## src/rtl/gate_sweep_pkg.sv

```systemverilog
// Shared encodings for the gate sweep sequencer: FSM state codes and the
// truth tables of the common 2-input gates (bit index is {a,b}).
package gate_sweep_pkg;

  localparam logic [2:0] ST_IDLE  = 3'd0;
  localparam logic [2:0] ST_DRIVE = 3'd1;
  localparam logic [2:0] ST_WAIT  = 3'd2;
  localparam logic [2:0] ST_CHECK = 3'd3;
  localparam logic [2:0] ST_DONE  = 3'd4;

  typedef enum logic [2:0] {
    S_IDLE  = ST_IDLE,
    S_DRIVE = ST_DRIVE,
    S_WAIT  = ST_WAIT,
    S_CHECK = ST_CHECK,
    S_DONE  = ST_DONE
  } state_e;

  localparam logic [3:0] TRUTH_NOR  = 4'b0001;
  localparam logic [3:0] TRUTH_NAND = 4'b0111;
  localparam logic [3:0] TRUTH_AND  = 4'b1000;
  localparam logic [3:0] TRUTH_OR   = 4'b1110;
  localparam logic [3:0] TRUTH_XOR  = 4'b0110;

endpackage

```

## src/rtl/gate_sweep_timer.sv

```systemverilog
// Loadable 8-bit down-counter timing the settle window of each vector.
// `zero` flags the decrement that brings the count to 0.
module gate_sweep_timer (
  input  logic       clk,
  input  logic       rst_n,
  input  logic       load,
  input  logic [7:0] load_val,
  input  logic       dec,
  output logic [7:0] value,
  output logic       zero
);

  logic [7:0] value_d;
  logic [7:0] value_q;

  // next count: load wins over decrement, and the count never wraps below 0
  always_comb begin
    value_d = value_q;
    if (load) begin
      value_d = load_val;
    end else if (dec && (value_q != 8'd0)) begin
      value_d = value_q - 8'd1;
    end else begin
      value_d = value_q;
    end
  end

  // count register
  always_ff @(posedge clk or negedge rst_n) begin
    if (!rst_n) begin
      value_q <= 8'd0;
    end else begin
      value_q <= value_d;
    end
  end

  assign value = value_q;
  assign zero  = dec && (value_q <= 8'd1);

endmodule

```

## src/rtl/gate_sweep_ctrl.sv

```systemverilog
// Drives a 2-input gate under test through 00,01,10,11 and checks y against TRUTH.
// Define GATE_SWEEP_ERR_COUNT_EN to add the saturating err_count port.
module gate_sweep_ctrl
  import gate_sweep_pkg::*;
#(
  parameter logic [3:0] TRUTH      = TRUTH_NOR,
  parameter int         SETTLE_CYC = 2
) (
  input  logic       clk,
  input  logic       rst_n,
  input  logic       start,
  input  logic       y,
  output logic       a,
  output logic       b,
  output logic       busy,
  output logic       done,
  output logic       pass,
  output logic [3:0] fail_mask
`ifdef GATE_SWEEP_ERR_COUNT_EN
  ,
  output logic [7:0] err_count
`endif
);

  localparam logic [7:0] SETTLE_LD = 8'(SETTLE_CYC);

  state_e     state_d, state_q;
  logic [1:0] idx_d, idx_q;
  logic       a_d, a_q;
  logic       b_d, b_q;
  logic       busy_d, busy_q;
  logic       done_d, done_q;
  logic       pass_d, pass_q;
  logic [3:0] fail_mask_d, fail_mask_q;
  logic       mismatch;
  logic       tmr_load;
  logic       tmr_dec;
  logic [7:0] tmr_value;
  logic       tmr_zero;

  gate_sweep_timer u_timer (
    .clk      (clk),
    .rst_n    (rst_n),
    .load     (tmr_load),
    .load_val (SETTLE_LD),
    .dec      (tmr_dec),
    .value    (tmr_value),
    .zero     (tmr_zero)
  );

  // sequencer next-state and next-output logic
  always_comb begin
    state_d     = state_q;
    idx_d       = idx_q;
    a_d         = a_q;
    b_d         = b_q;
    busy_d      = busy_q;
    done_d      = 1'b0;
    pass_d      = pass_q;
    fail_mask_d = fail_mask_q;
    mismatch    = 1'b0;
    tmr_load    = 1'b0;
    tmr_dec     = 1'b0;

    case (state_q)
      S_IDLE: begin
        if (start) begin
          fail_mask_d = 4'b0000;
          pass_d      = 1'b0;
          idx_d       = 2'd0;
          busy_d      = 1'b1;
          state_d     = S_DRIVE;
        end else begin
          state_d = S_IDLE;
        end
      end
      S_DRIVE: begin
        {a_d, b_d} = idx_q;
        tmr_load   = 1'b1;
        state_d    = S_WAIT;
      end
      S_WAIT: begin
        tmr_dec = 1'b1;
        // a zero count can only appear if the timer was disturbed; never stall on it
        if (tmr_zero || (tmr_value == 8'd0)) begin
          state_d = S_CHECK;
        end else begin
          state_d = S_WAIT;
        end
      end
      S_CHECK: begin
        mismatch = (y != TRUTH[idx_q]);
        if (mismatch) begin
          fail_mask_d[idx_q] = 1'b1;
        end else begin
          fail_mask_d = fail_mask_q;
        end
        if (idx_q == 2'd3) begin
          busy_d  = 1'b0;
          done_d  = 1'b1;
          pass_d  = (fail_mask_d == 4'b0000);
          state_d = S_DONE;
        end else begin
          idx_d   = idx_q + 2'd1;
          state_d = S_DRIVE;
        end
      end
      S_DONE: begin
        state_d = S_IDLE;
      end
      default: begin
        busy_d  = 1'b0;
        state_d = S_IDLE;
      end
    endcase
  end

  // sequencer and result registers
  always_ff @(posedge clk or negedge rst_n) begin
    if (!rst_n) begin
      state_q     <= S_IDLE;
      idx_q       <= 2'd0;
      a_q         <= 1'b0;
      b_q         <= 1'b0;
      busy_q      <= 1'b0;
      done_q      <= 1'b0;
      pass_q      <= 1'b0;
      fail_mask_q <= 4'b0000;
    end else begin
      state_q     <= state_d;
      idx_q       <= idx_d;
      a_q         <= a_d;
      b_q         <= b_d;
      busy_q      <= busy_d;
      done_q      <= done_d;
      pass_q      <= pass_d;
      fail_mask_q <= fail_mask_d;
    end
  end

  assign a         = a_q;
  assign b         = b_q;
  assign busy      = busy_q;
  assign done      = done_q;
  assign pass      = pass_q;
  assign fail_mask = fail_mask_q;

`ifdef GATE_SWEEP_ERR_COUNT_EN
  logic [7:0] err_count_d, err_count_q;

  // lifetime mismatch count, saturating, cleared only by reset
  always_comb begin
    if (mismatch && (err_count_q != 8'hFF)) begin
      err_count_d = err_count_q + 8'd1;
    end else begin
      err_count_d = err_count_q;
    end
  end

  // error counter register
  always_ff @(posedge clk or negedge rst_n) begin
    if (!rst_n) begin
      err_count_q <= 8'd0;
    end else begin
      err_count_q <= err_count_d;
    end
  end

  assign err_count = err_count_q;
`endif

endmodule
```

## config.mk

```make
export PLATFORM = sky130hd
export DESIGN_NAME = gate_sweep_ctrl
export DESIGN_NICKNAME = d
export VERILOG_FILES = /design/src/rtl/gate_sweep_pkg.sv /design/src/rtl/gate_sweep_timer.sv /design/src/rtl/gate_sweep_ctrl.sv
export SDC_FILE = /design/constraint.sdc
export NUM_CORES = 1
export LEC_CHECK = 0
export CAP_MARGIN = 10
export CORE_ASPECT_RATIO = 0.75
export CORE_MARGIN = 5
export CORE_UTILIZATION = 54
export DETAILED_ROUTE_END_ITERATION = 6
export HOLD_SLACK_MARGIN = 0.02
export PLACE_DENSITY = 0.82
export SLEW_MARGIN = 20
export SYNTH_ARGS = -nofsm -noshare
export SYNTH_HDL_FRONTEND = slang
export SYNTH_SLANG_ARGS = --single-unit
```

## constraint.sdc

```tcl
create_clock -name clk -period 1.9 [get_ports clk]
set_input_delay 0.38 -clock clk [delete_from_list [all_inputs] [get_ports clk]]
set_output_delay 0.38 -clock clk [all_outputs]
set_load 0.02 [all_outputs]
```

==> reports/results.ini <==
[finish]
regArea_sq_um = 527
fin_nets = 137
drive_gt1_share_pct = 11.2
final_util_pct = 65.4
syn_to_final_growth_pct = 16.8
multiInputGateArea_sq_um = 549
antenna_cells = 0
n_fill_cell = 160

[setup_path]
arrival_ns = 1.92
reg2regPathDepth = 6
cp_slowest_cell = dfrtp_2
required_ns = 2.08
critPathTopFamily = simple AND/OR/NAND/NOR gates
path_depth = 6
reg2reg_from = u_timer.value[0]
cp_slowest_stage_delay_ns = 0.46
path_buf_inv = 1
critPathLaunchType = flop
critPathKind = flop to flop
crit_path_start = u_timer.value[0]
crit_path_max_fanout = 6
end_kind = flop
crit_chain = inv_1, ha_1, or3b_4, o2111ai_1, xor2_1, nor2_1

[timing]
setup_violations = 0
max_slew_margin_pct = 61.2
fin_hold_ws_ns = 0.398
hold_violations = 0
timing.final.ws_setup_ns = 0.166
tightest_slew_ns = 0.580
drv_slew = 0
setup-tns-final_ns = 0
max_freq_mhz = 577
period_needed_ns = 1.73
period_share_pct = 91.3
rsz0062_at_grt = no
skew_ns = 0.00301

[global_route]
grt_pass1_wl_mm = 3.83
grt_max_degree = 22
antenna_found_initial = 0
grt_pass1_vias = 869
grt_use_total_pct = 15.6
grt_overflow = 0

[floorplanning]
die_w_um = 62.5
die_y_um = 49.4
row_count = 14
initial_core_util_pct = 56.0
ios = 13
die_area_sq_um = 3090
core_sq_um = 2000

[power_and_ir_drop]
power.total_uw = 2090
leakage_uw = 0.000592
ir_worst_vdd_mv = 1.03
p_per_area_nw_per_um2 = 1610

[drt]
avgViaCountPerCell = 5.87
drc = 0
routed_wl_mm = 2.27
wl_per_cell_um = 15.3
drtAntennaViolNets = 0
drt-pass1-iter-count = 4
vias = 874
first_iter_violations = 23

[synth]
netlist_area_sq_um = 1120
ys_ff_latch = 21
synth-edff-count = 0
synth_cell_type_count = 37
postSynthCellCount = 108
synth.net_count = 119
yosys_warnings = 0
yosysSeqAreaShare_pct = 47.0
ys.flop_type = dfrtp_1
async_reset_ff_share_pct = 100
avgSynthCellArea_sq_um = 10.3

[clock_network]
cts_setup_buffers = 0
h-tree-depth = 1
clock-sinks = 21
cts-buffers-inserted = 3
clkTransAtPathRegs_ns = 0.12
cts_tree = built
clk_latency_ns = 0.31
cts-root-buf = clkbuf_4
cts_buffer_depth = 2

[flow_run]
maxCapViolCount = 0

[hold_path]
hold_path_class = input port to asynchronous set/reset pin

[place]
place_ws_ns = 0.0915
place_congestion = 0.794
portBuffers = 12
hpwl_mm = 1.67

[status]
status = completed

==> report_power, final <==
| part | switching (uW) | leakage, uW | internal (uW) |
|---|---|---|---|
| Sequential | 194 | 0.000269 | 619 |
| Clock | 137 | 0.0000177 | 78.7 |
| Combinational | 577 | 0.000305 | 489 |
==> kinds of logic after synthesis <==
group / count (synthesis) / share of synthesized area, %
AO/OA/AOI/OAI: 22 / 13.8
XOR/XNOR: 4 / 3.14
adder cells (fa/ha/maj): 7 / 7.84
buffers and inverters: 10 / 4.70
flip-flops: 21 / 47.0
multiplexers: 2 / 1.90
AND/OR/NAND/NOR: 42 / 21.6
==> cells in the mapped netlist, types with 2 or more instances <==
master	instances	share of area, %
a21oi_1	5	2.2
a22o_1	2	1.6
and2_1	2	1.1
buf_6	2	2.0
dfrtp_1	21	47
ha_1	7	7.8
inv_1	8	2.7
nand2_1	9	3.0
nand3b_1	2	1.3
nand4b_1	2	1.6
nor2_1	11	3.7
nor3_1	2	0.90
nor4_1	3	1.7
o211ai_1	2	1.3
o21ai_0	4	1.8
o31ai_1	2	1.3
o32ai_1	2	1.6
xnor2_1	2	1.6
xor2_1	2	1.6
==> cell usage in the layout, fill, tap and decap left out, types with 3 or more instances in the layout <==
cell type / n
inv_1: 8
dfrtp_1: 20
nand2_1: 9
clkbuf_4: 3
ha_1: 7
o21ai_0: 4
nor4_1: 3
buf_4: 3
a21oi_1: 5
clkdlybuf4s50_1: 11
nor2_1: 11
==> layout make-up <==
class	instances	area share, %
multi-input cells	77	42.1
clock buffers	3	1.73
well taps	24	2.30
inverters	8	2.30
repair buffers	15	10.8
flip-flops and latches	21	40.4
clock inverters	1	0.384
==> metrics by stage <==
stage	cell area (sq um)	std cells
final	1310	149
after detailed placement	1270	145
after CTS	1290	149
after global placement	1270	145
after global routing	1310	149
after floorplan	1120	108
==> worst paths after layout <==
path | to | slack [ns]
hold reg to reg | a | 0.51
hold / removal | pass | 0.40
min in group clk | a | 0.51
max in group asynchronous | u_timer.value[0] | 1.27
setup / recovery | u_timer.value[4] | 0.17
setup reg to reg | u_timer.value[4] | 0.17
==> layer usage <==
layer  global-route usage, %  vias up  wire length, um
met5                       0        -                0
met4                    6.36        0               47
met3                    5.76        6              135
met2                    23.4       27             1080
met1                    20.3      418             1010
li1                        -      423                -
==> flip-flops by register name, indices dropped and copies added, names as in the netlist <==
register	flops
a	1
b	1
busy	1
done	1
fail_mask	4
idx_q	2
pass	1
state_q	2
u_timer.value	8
==> timing repair <==
item | in CTS | in global routing
endpoints found under the setup margin | 1 | 4
hold buffers | 0 | 0
gates resized for setup | 1 | 3
endpoints found under the hold margin | 0 | 0
No activity file was read; power rests on OpenSTA's default activity.
